## src/rtl/schmitt_pkg.sv

```systemverilog
// Shared definitions for the Schmitt trigger block.
//   state_t        : comparator FSM states; the output square wave is high
//                    in HIGH and FALL_PEND.
//   deb_cnt_width  : bits needed to hold a debounce count of 0..deb_cycles.
package schmitt_pkg;

    typedef enum logic [1:0] {
        LOW       = 2'd0,
        RISE_PEND = 2'd1,
        HIGH      = 2'd2,
        FALL_PEND = 2'd3
    } state_t;

    function automatic int deb_cnt_width(input int deb_cycles);
        return $clog2(deb_cycles + 1);
    endfunction

endpackage

```

## src/rtl/sat_counter.sv

```systemverilog
// Saturating up-counter used as the rise-to-rise period counter.
// Ports:
//   clk    : clock, rising edge
//   rst    : synchronous active-high reset, count -> 0
//   clr    : synchronous clear, takes priority over en
//   en     : count up by one, sticking at all-ones
//   count  : current count
//   at_max : count is all-ones (saturated)
module sat_counter #(
    parameter int WIDTH = 16
) (
    input  logic             clk,
    input  logic             rst,
    input  logic             clr,
    input  logic             en,
    output logic [WIDTH-1:0] count,
    output logic             at_max
);

    localparam logic [WIDTH-1:0] MAX_COUNT = '1;

    logic [WIDTH-1:0] count_reg;

    always_ff @(posedge clk) begin
        if (rst) begin
            count_reg <= '0;
        end else if (clr) begin
            count_reg <= '0;
        end else if (en && (count_reg != MAX_COUNT)) begin
            count_reg <= count_reg + WIDTH'(1);
        end
    end

    assign count  = count_reg;
    assign at_max = (count_reg == MAX_COUNT);

endmodule

```

## src/rtl/schmitt_trigger.sv

```systemverilog
// Clocked comparator with hysteresis and debounce. A sample stream is turned
// into a clean square wave with rise/fall strobes and a rise-to-rise period.
// Ports:
//   clk, rst      : clock and synchronous active-high reset
//   sample_valid  : wave carries a new sample this cycle
//   wave          : unsigned sample
//   thr_hi/thr_lo : rising / falling thresholds (strict comparisons)
//   square_wave   : debounced comparator state
//   rise_pulse    : one-cycle strobe on a 0->1 transition of square_wave
//   fall_pulse    : one-cycle strobe on a 1->0 transition of square_wave
//   period        : valid samples between the last two accepted rises
//   period_valid  : one-cycle strobe when period updates
//   thr_err       : high while the last valid sample saw thr_lo > thr_hi
module schmitt_trigger
    import schmitt_pkg::*;
#(
    parameter int WIDTH      = 8,
    parameter int DEB_CYCLES = 4,
    parameter int CNT_W      = 16
) (
    input  logic             clk,
    input  logic             rst,
    input  logic             sample_valid,
    input  logic [WIDTH-1:0] wave,
    input  logic [WIDTH-1:0] thr_hi,
    input  logic [WIDTH-1:0] thr_lo,
    output logic             square_wave,
    output logic             rise_pulse,
    output logic             fall_pulse,
    output logic [CNT_W-1:0] period,
    output logic             period_valid,
    output logic             thr_err
);

    localparam int               DEB_W      = deb_cnt_width(DEB_CYCLES);
    localparam logic [DEB_W-1:0] DEB_TARGET = DEB_W'(DEB_CYCLES);

    state_t           state_reg, state_next;
    logic [DEB_W-1:0] deb_cnt_reg, deb_cnt_next;
    logic [DEB_W-1:0] deb_inc;

    logic             square_wave_reg;
    logic             rise_pulse_reg;
    logic             fall_pulse_reg;
    logic [CNT_W-1:0] period_reg;
    logic             period_valid_reg;
    logic             thr_err_reg;
    logic             first_rise_reg;

    logic             thr_bad;
    logic             above_hi;
    logic             below_lo;
    logic             step;
    logic             rise_accept;
    logic             fall_accept;

    logic [CNT_W-1:0] cnt_value;
    logic [CNT_W-1:0] cnt_plus;
    logic             cnt_at_max;

    assign thr_bad  = (thr_lo > thr_hi);
    assign above_hi = (wave > thr_hi);
    assign below_lo = (wave < thr_lo);
    // Illegal thresholds freeze the FSM, debounce and period counter.
    assign step     = sample_valid & ~thr_bad;
    assign deb_inc  = deb_cnt_reg + DEB_W'(1);

    // Next-state logic. The debounce count restarts whenever a sample fails
    // to qualify, so qualifying samples must be consecutive valid samples.
    always_comb begin
        state_next   = state_reg;
        deb_cnt_next = deb_cnt_reg;
        rise_accept  = 1'b0;
        fall_accept  = 1'b0;
        if (step) begin
            case (state_reg)
                LOW: begin
                    if (above_hi) begin
                        if (DEB_CYCLES == 1) begin
                            state_next  = HIGH;
                            rise_accept = 1'b1;
                        end else begin
                            state_next   = RISE_PEND;
                            deb_cnt_next = DEB_W'(1);
                        end
                    end
                end
                RISE_PEND: begin
                    if (above_hi) begin
                        if (deb_inc == DEB_TARGET) begin
                            state_next   = HIGH;
                            deb_cnt_next = '0;
                            rise_accept  = 1'b1;
                        end else begin
                            deb_cnt_next = deb_inc;
                        end
                    end else begin
                        state_next   = LOW;
                        deb_cnt_next = '0;
                    end
                end
                HIGH: begin
                    if (below_lo) begin
                        if (DEB_CYCLES == 1) begin
                            state_next  = LOW;
                            fall_accept = 1'b1;
                        end else begin
                            state_next   = FALL_PEND;
                            deb_cnt_next = DEB_W'(1);
                        end
                    end
                end
                FALL_PEND: begin
                    if (below_lo) begin
                        if (deb_inc == DEB_TARGET) begin
                            state_next   = LOW;
                            deb_cnt_next = '0;
                            fall_accept  = 1'b1;
                        end else begin
                            deb_cnt_next = deb_inc;
                        end
                    end else begin
                        state_next   = HIGH;
                        deb_cnt_next = '0;
                    end
                end
                default: begin
                    state_next   = LOW;
                    deb_cnt_next = '0;
                end
            endcase
        end
    end

    always_ff @(posedge clk) begin
        if (rst) begin
            state_reg   <= LOW;
            deb_cnt_reg <= '0;
        end else begin
            state_reg   <= state_next;
            deb_cnt_reg <= deb_cnt_next;
        end
    end

    sat_counter #(
        .WIDTH (CNT_W)
    ) u_period_cnt (
        .clk    (clk),
        .rst    (rst),
        .clr    (rise_accept),
        .en     (step),
        .count  (cnt_value),
        .at_max (cnt_at_max)
    );

    // Period reported on a rise includes the rising sample itself.
    assign cnt_plus = cnt_at_max ? cnt_value : (cnt_value + CNT_W'(1));

    always_ff @(posedge clk) begin
        if (rst) begin
            square_wave_reg  <= 1'b0;
            rise_pulse_reg   <= 1'b0;
            fall_pulse_reg   <= 1'b0;
            period_reg       <= '0;
            period_valid_reg <= 1'b0;
            thr_err_reg      <= 1'b0;
            first_rise_reg   <= 1'b1;
        end else begin
            square_wave_reg  <= (state_next == HIGH) || (state_next == FALL_PEND);
            rise_pulse_reg   <= rise_accept;
            fall_pulse_reg   <= fall_accept;
            period_valid_reg <= 1'b0;
            if (sample_valid) begin
                thr_err_reg <= thr_bad;
            end
            // The first rise after reset has no previous rise to measure from.
            if (rise_accept) begin
                first_rise_reg <= 1'b0;
                if (!first_rise_reg) begin
                    period_reg       <= cnt_plus;
                    period_valid_reg <= 1'b1;
                end
            end
        end
    end

    assign square_wave  = square_wave_reg;
    assign rise_pulse   = rise_pulse_reg;
    assign fall_pulse   = fall_pulse_reg;
    assign period       = period_reg;
    assign period_valid = period_valid_reg;
    assign thr_err      = thr_err_reg;

endmodule

```

## config.mk

```make
export PLATFORM = sky130hd
export DESIGN_NAME = schmitt_trigger
export DESIGN_NICKNAME = d
export VERILOG_FILES = /design/src/rtl/schmitt_pkg.sv /design/src/rtl/sat_counter.sv /design/src/rtl/schmitt_trigger.sv
export SDC_FILE = /design/constraint.sdc
export NUM_CORES = 1
export LEC_CHECK = 0
export CORE_UTILIZATION = 41
export CTS_CLUSTER_DIAMETER = 40
export DETAILED_ROUTE_END_ITERATION = 6
export GPL_TIMING_DRIVEN = 0
export SLEW_MARGIN = 20
export SYNTH_ARGS = -nofsm -noshare
export SYNTH_HDL_FRONTEND = slang
export SYNTH_SLANG_ARGS = --single-unit
export TNS_END_PERCENT = 100
```

## constraint.sdc

```tcl
create_clock -name clk -period 3.33 [get_ports clk]
set_input_delay 0.666 -clock clk [delete_from_list [all_inputs] [get_ports clk]]
set_output_delay 0.666 -clock clk [all_outputs]
set_load 0.01 [all_outputs]
```

==> impl_metrics.py <==
metrics = {
    "run_status": {
        "status": "finished, violations left",
        "violations": "design-rule violations",
    },
    "sta": {
        "timing.hold.ws_ns": 0.4558,
        "period_share_pct": 89.80,
        "finalHoldViolCount": 0,
        "clock_skew_ns": 0.006271,
        "tightest_slew_ns": 0.6856,
        "finalMaxSlewViolations": 0,
        "fin_crit_ns": 2.990,
        "finalSetupViolations": 0,
        "slew_headroom_pct": 54.29,
        "tns_ns": 0,
        "grt_setup_unrepaired": "no",
        "setup_ws_ns": 0.3396,
        "max_freq_ghz": 0.3344,
    },
    "detailed_routing": {
        "drtIter0Drc": 103,
        "wl_um": 6643,
        "avgRoutedWirePerCell_um": 15.06,
        "via_per_inst": 5.594,
        "dr.pass1.iters": 7,
        "vias": 2467,
        "ant_nets": 0,
        "drc": 3,
    },
    "clocking": {
        "cts_buffers": 5,
        "cts.clk_slew.worst_paths_ns": 0.08,
        "postCtsHoldBufs": 0,
        "cts.htree.levels": 2,
        "insertion_delay_ns": 0.30,
        "cts_setup_buffers": 0,
        "cts_tree": "built",
        "clock_path_buffers": 2,
        "cts_sinks": 43,
        "cts_root_buffer": "clkbuf_8",
        "cts_resized": 0,
    },
    "die": {
        "die_w_um": 84.44,
        "num_rows": 29,
        "dieArea_um2": 7130,
        "coreArea_um2": 6459,
        "die_height_um": 84.44,
        "initial_utilization_pct": 43.14,
        "ioPinCount": 48,
    },
    "global_route": {
        "grt_util_all_layers_pct": 19.82,
        "grt_pass1_wl_um": 11370,
        "grt_pass1_vias": 2364,
        "antenna_found_initial": 0,
        "overflow": 0,
        "grt_max_degree": 14,
    },
    "setup_path": {
        "r2r_cells": 8,
        "cp-endpoint": "period[9]",
        "cp.arrival_ns": 3.20,
        "critPathLaunch": "thr_hi[5]",
        "required_ns": 3.54,
        "path_max_fanout": 10,
        "r2r_start": "u_period_cnt.count[0]",
        "r2r_slack_ns": 1.09,
        "path_class": "input port to register",
        "cp-start-kind": "input port",
        "rr_endpoint": "u_period_cnt.count[0]",
        "endpoint_kind": "register",
    },
    "synthesis": {
        "ys.flop_type": "dfxtp_1",
        "synth_edf_count": 0,
        "synthCells": 310,
        "synthArstFlopShare_pct": 0,
        "yosysWarnings": 0,
        "synthDistinctLibCells": 60,
        "ys_seq_elements": 43,
        "seq_area_frac_synth_pct": 30.89,
        "syn_area_um2": 2786,
        "syn_avg_cell_area_um2": 8.988,
        "syn_nets": 363,
    },
    "power_and_ir_drop": {
        "p_per_area_nw_per_um2": 307.9,
        "ir_drop_v": 0.0001365,
        "fin_total_pwr_mw": 1.061,
        "p_leak_nw": 1.268,
    },
    "run": {
        "cap_violations": 0,
    },
    "final_layout": {
        "final_common_cell": "clkdlybuf4s50_1",
        "nets": 416,
        "antenna_cells": 0,
        "area_growth_syn_to_layout_pct": 23.71,
        "drive_gt1_share_pct": 12.64,
        "fin_util_pct": 53.37,
        "final_cell_mix": "clkdlybuf4s50_1, dfxtp_1, a21oi_1, ha_1, inv_1",
    },
    "worst_hold_path": {
        "min_path_type": "register to register",
    },
    "placement": {
        "gp_congestion": 0.8341,
        "dp_hpwl_um": 5187,
        "place_ws_ns": 0.02149,
        "portBuffers": 46,
    },
}
## power by group
part	leakage, nW	total (mW)	internal [mW]	switching, mW
sequential	0.347	0.526	0.519	0.00647
clock	0.0505	0.375	0.189	0.186
combinational	0.871	0.161	0.0761	0.0850
## through the flow
| stage | cells | instance area, µm² |
|---|---|---|
| after floorplan | 310 | 2786 |
| final | 441 | 3447 |
| after CTS | 441 | 3447 |
| after detailed placement | 433 | 3343 |
| after global placement | 433 | 3343 |
| after global routing | 441 | 3447 |
## kinds of logic after synthesis
logic type / count (synthesis) / synth area share (%)
buffers and inverters: 35 / 6.107
XOR/XNOR: 20 / 6.287
AND/OR/NAND/NOR: 96 / 20.30
AO/OA/AOI/OAI: 87 / 23.62
flip-flops: 43 / 30.89
adder cells (fa/ha/maj): 26 / 11.67
multiplexers: 3 / 1.123
## cell usage after synthesis (all sizes together) (5+ instances only)
library cell,n,area [µm²]
a311oi,13,182.7
ha,26,325.3
nand3,8,50.05
o21ai,14,92.59
a21o,5,37.54
and3,6,38.79
buf,10,76.32
xor2,7,61.31
xnor2,13,113.9
and4,6,55.05
or3,8,50.05
nand4,9,62.56
a21oi,35,178.9
inv,21,78.83
nand2,19,71.32
nor2,15,58.81
dfxtp,43,860.8
## routing by layer
metal / vias up / wire [µm] / GRT usage, %
li1: 1265 / - / -
met1: 1157 / 3455 / 28.67
met2: 39 / 2943 / 31.22
met3: 6 / 176 / 2.753
met4: 0 / 66 / 4.777
met5: - / 0 / 0
## final cells by class
class                           instances  area [µm²]
Sequential cell                        43       860.8
Tap cell                               77       96.34
Clock inverter                          1       7.507
Fill cell                             644        3012
Timing Repair Buffer                   46       460.4
Multi-Input combinational cell        232        1755
Buffer                                 14       91.34
Clock buffer                            7       96.34
Inverter                               21       78.83
## critical path, stage by stage
cell and delay [ns]:
clkdlybuf4s50_1 0.45, inv_1 0.06, ha_1 0.30, and4_1 0.23
a21oi_1 0.21, nand4_1 0.28, a21boi_2 0.40, buf_4 0.25
a21oi_1 0.10, a311oi_2 0.24
## worst min path at each step
stage | startpoint | to | slack (ns) | depth (start not counted)
floorplan | deb_cnt_reg[2] | deb_cnt_reg[2] | 0.46 | 2
global placement | period[0] | period[0] | 0.44 | 2
detailed placement | period[0] | period[0] | 0.45 | 2
CTS | period[0] | period[0] | 0.46 | 2
global route | period[0] | period[0] | 0.47 | 2
finish | period[0] | period[0] | 0.46 | 2
Note: power is estimated with default switching activity, not from simulation.
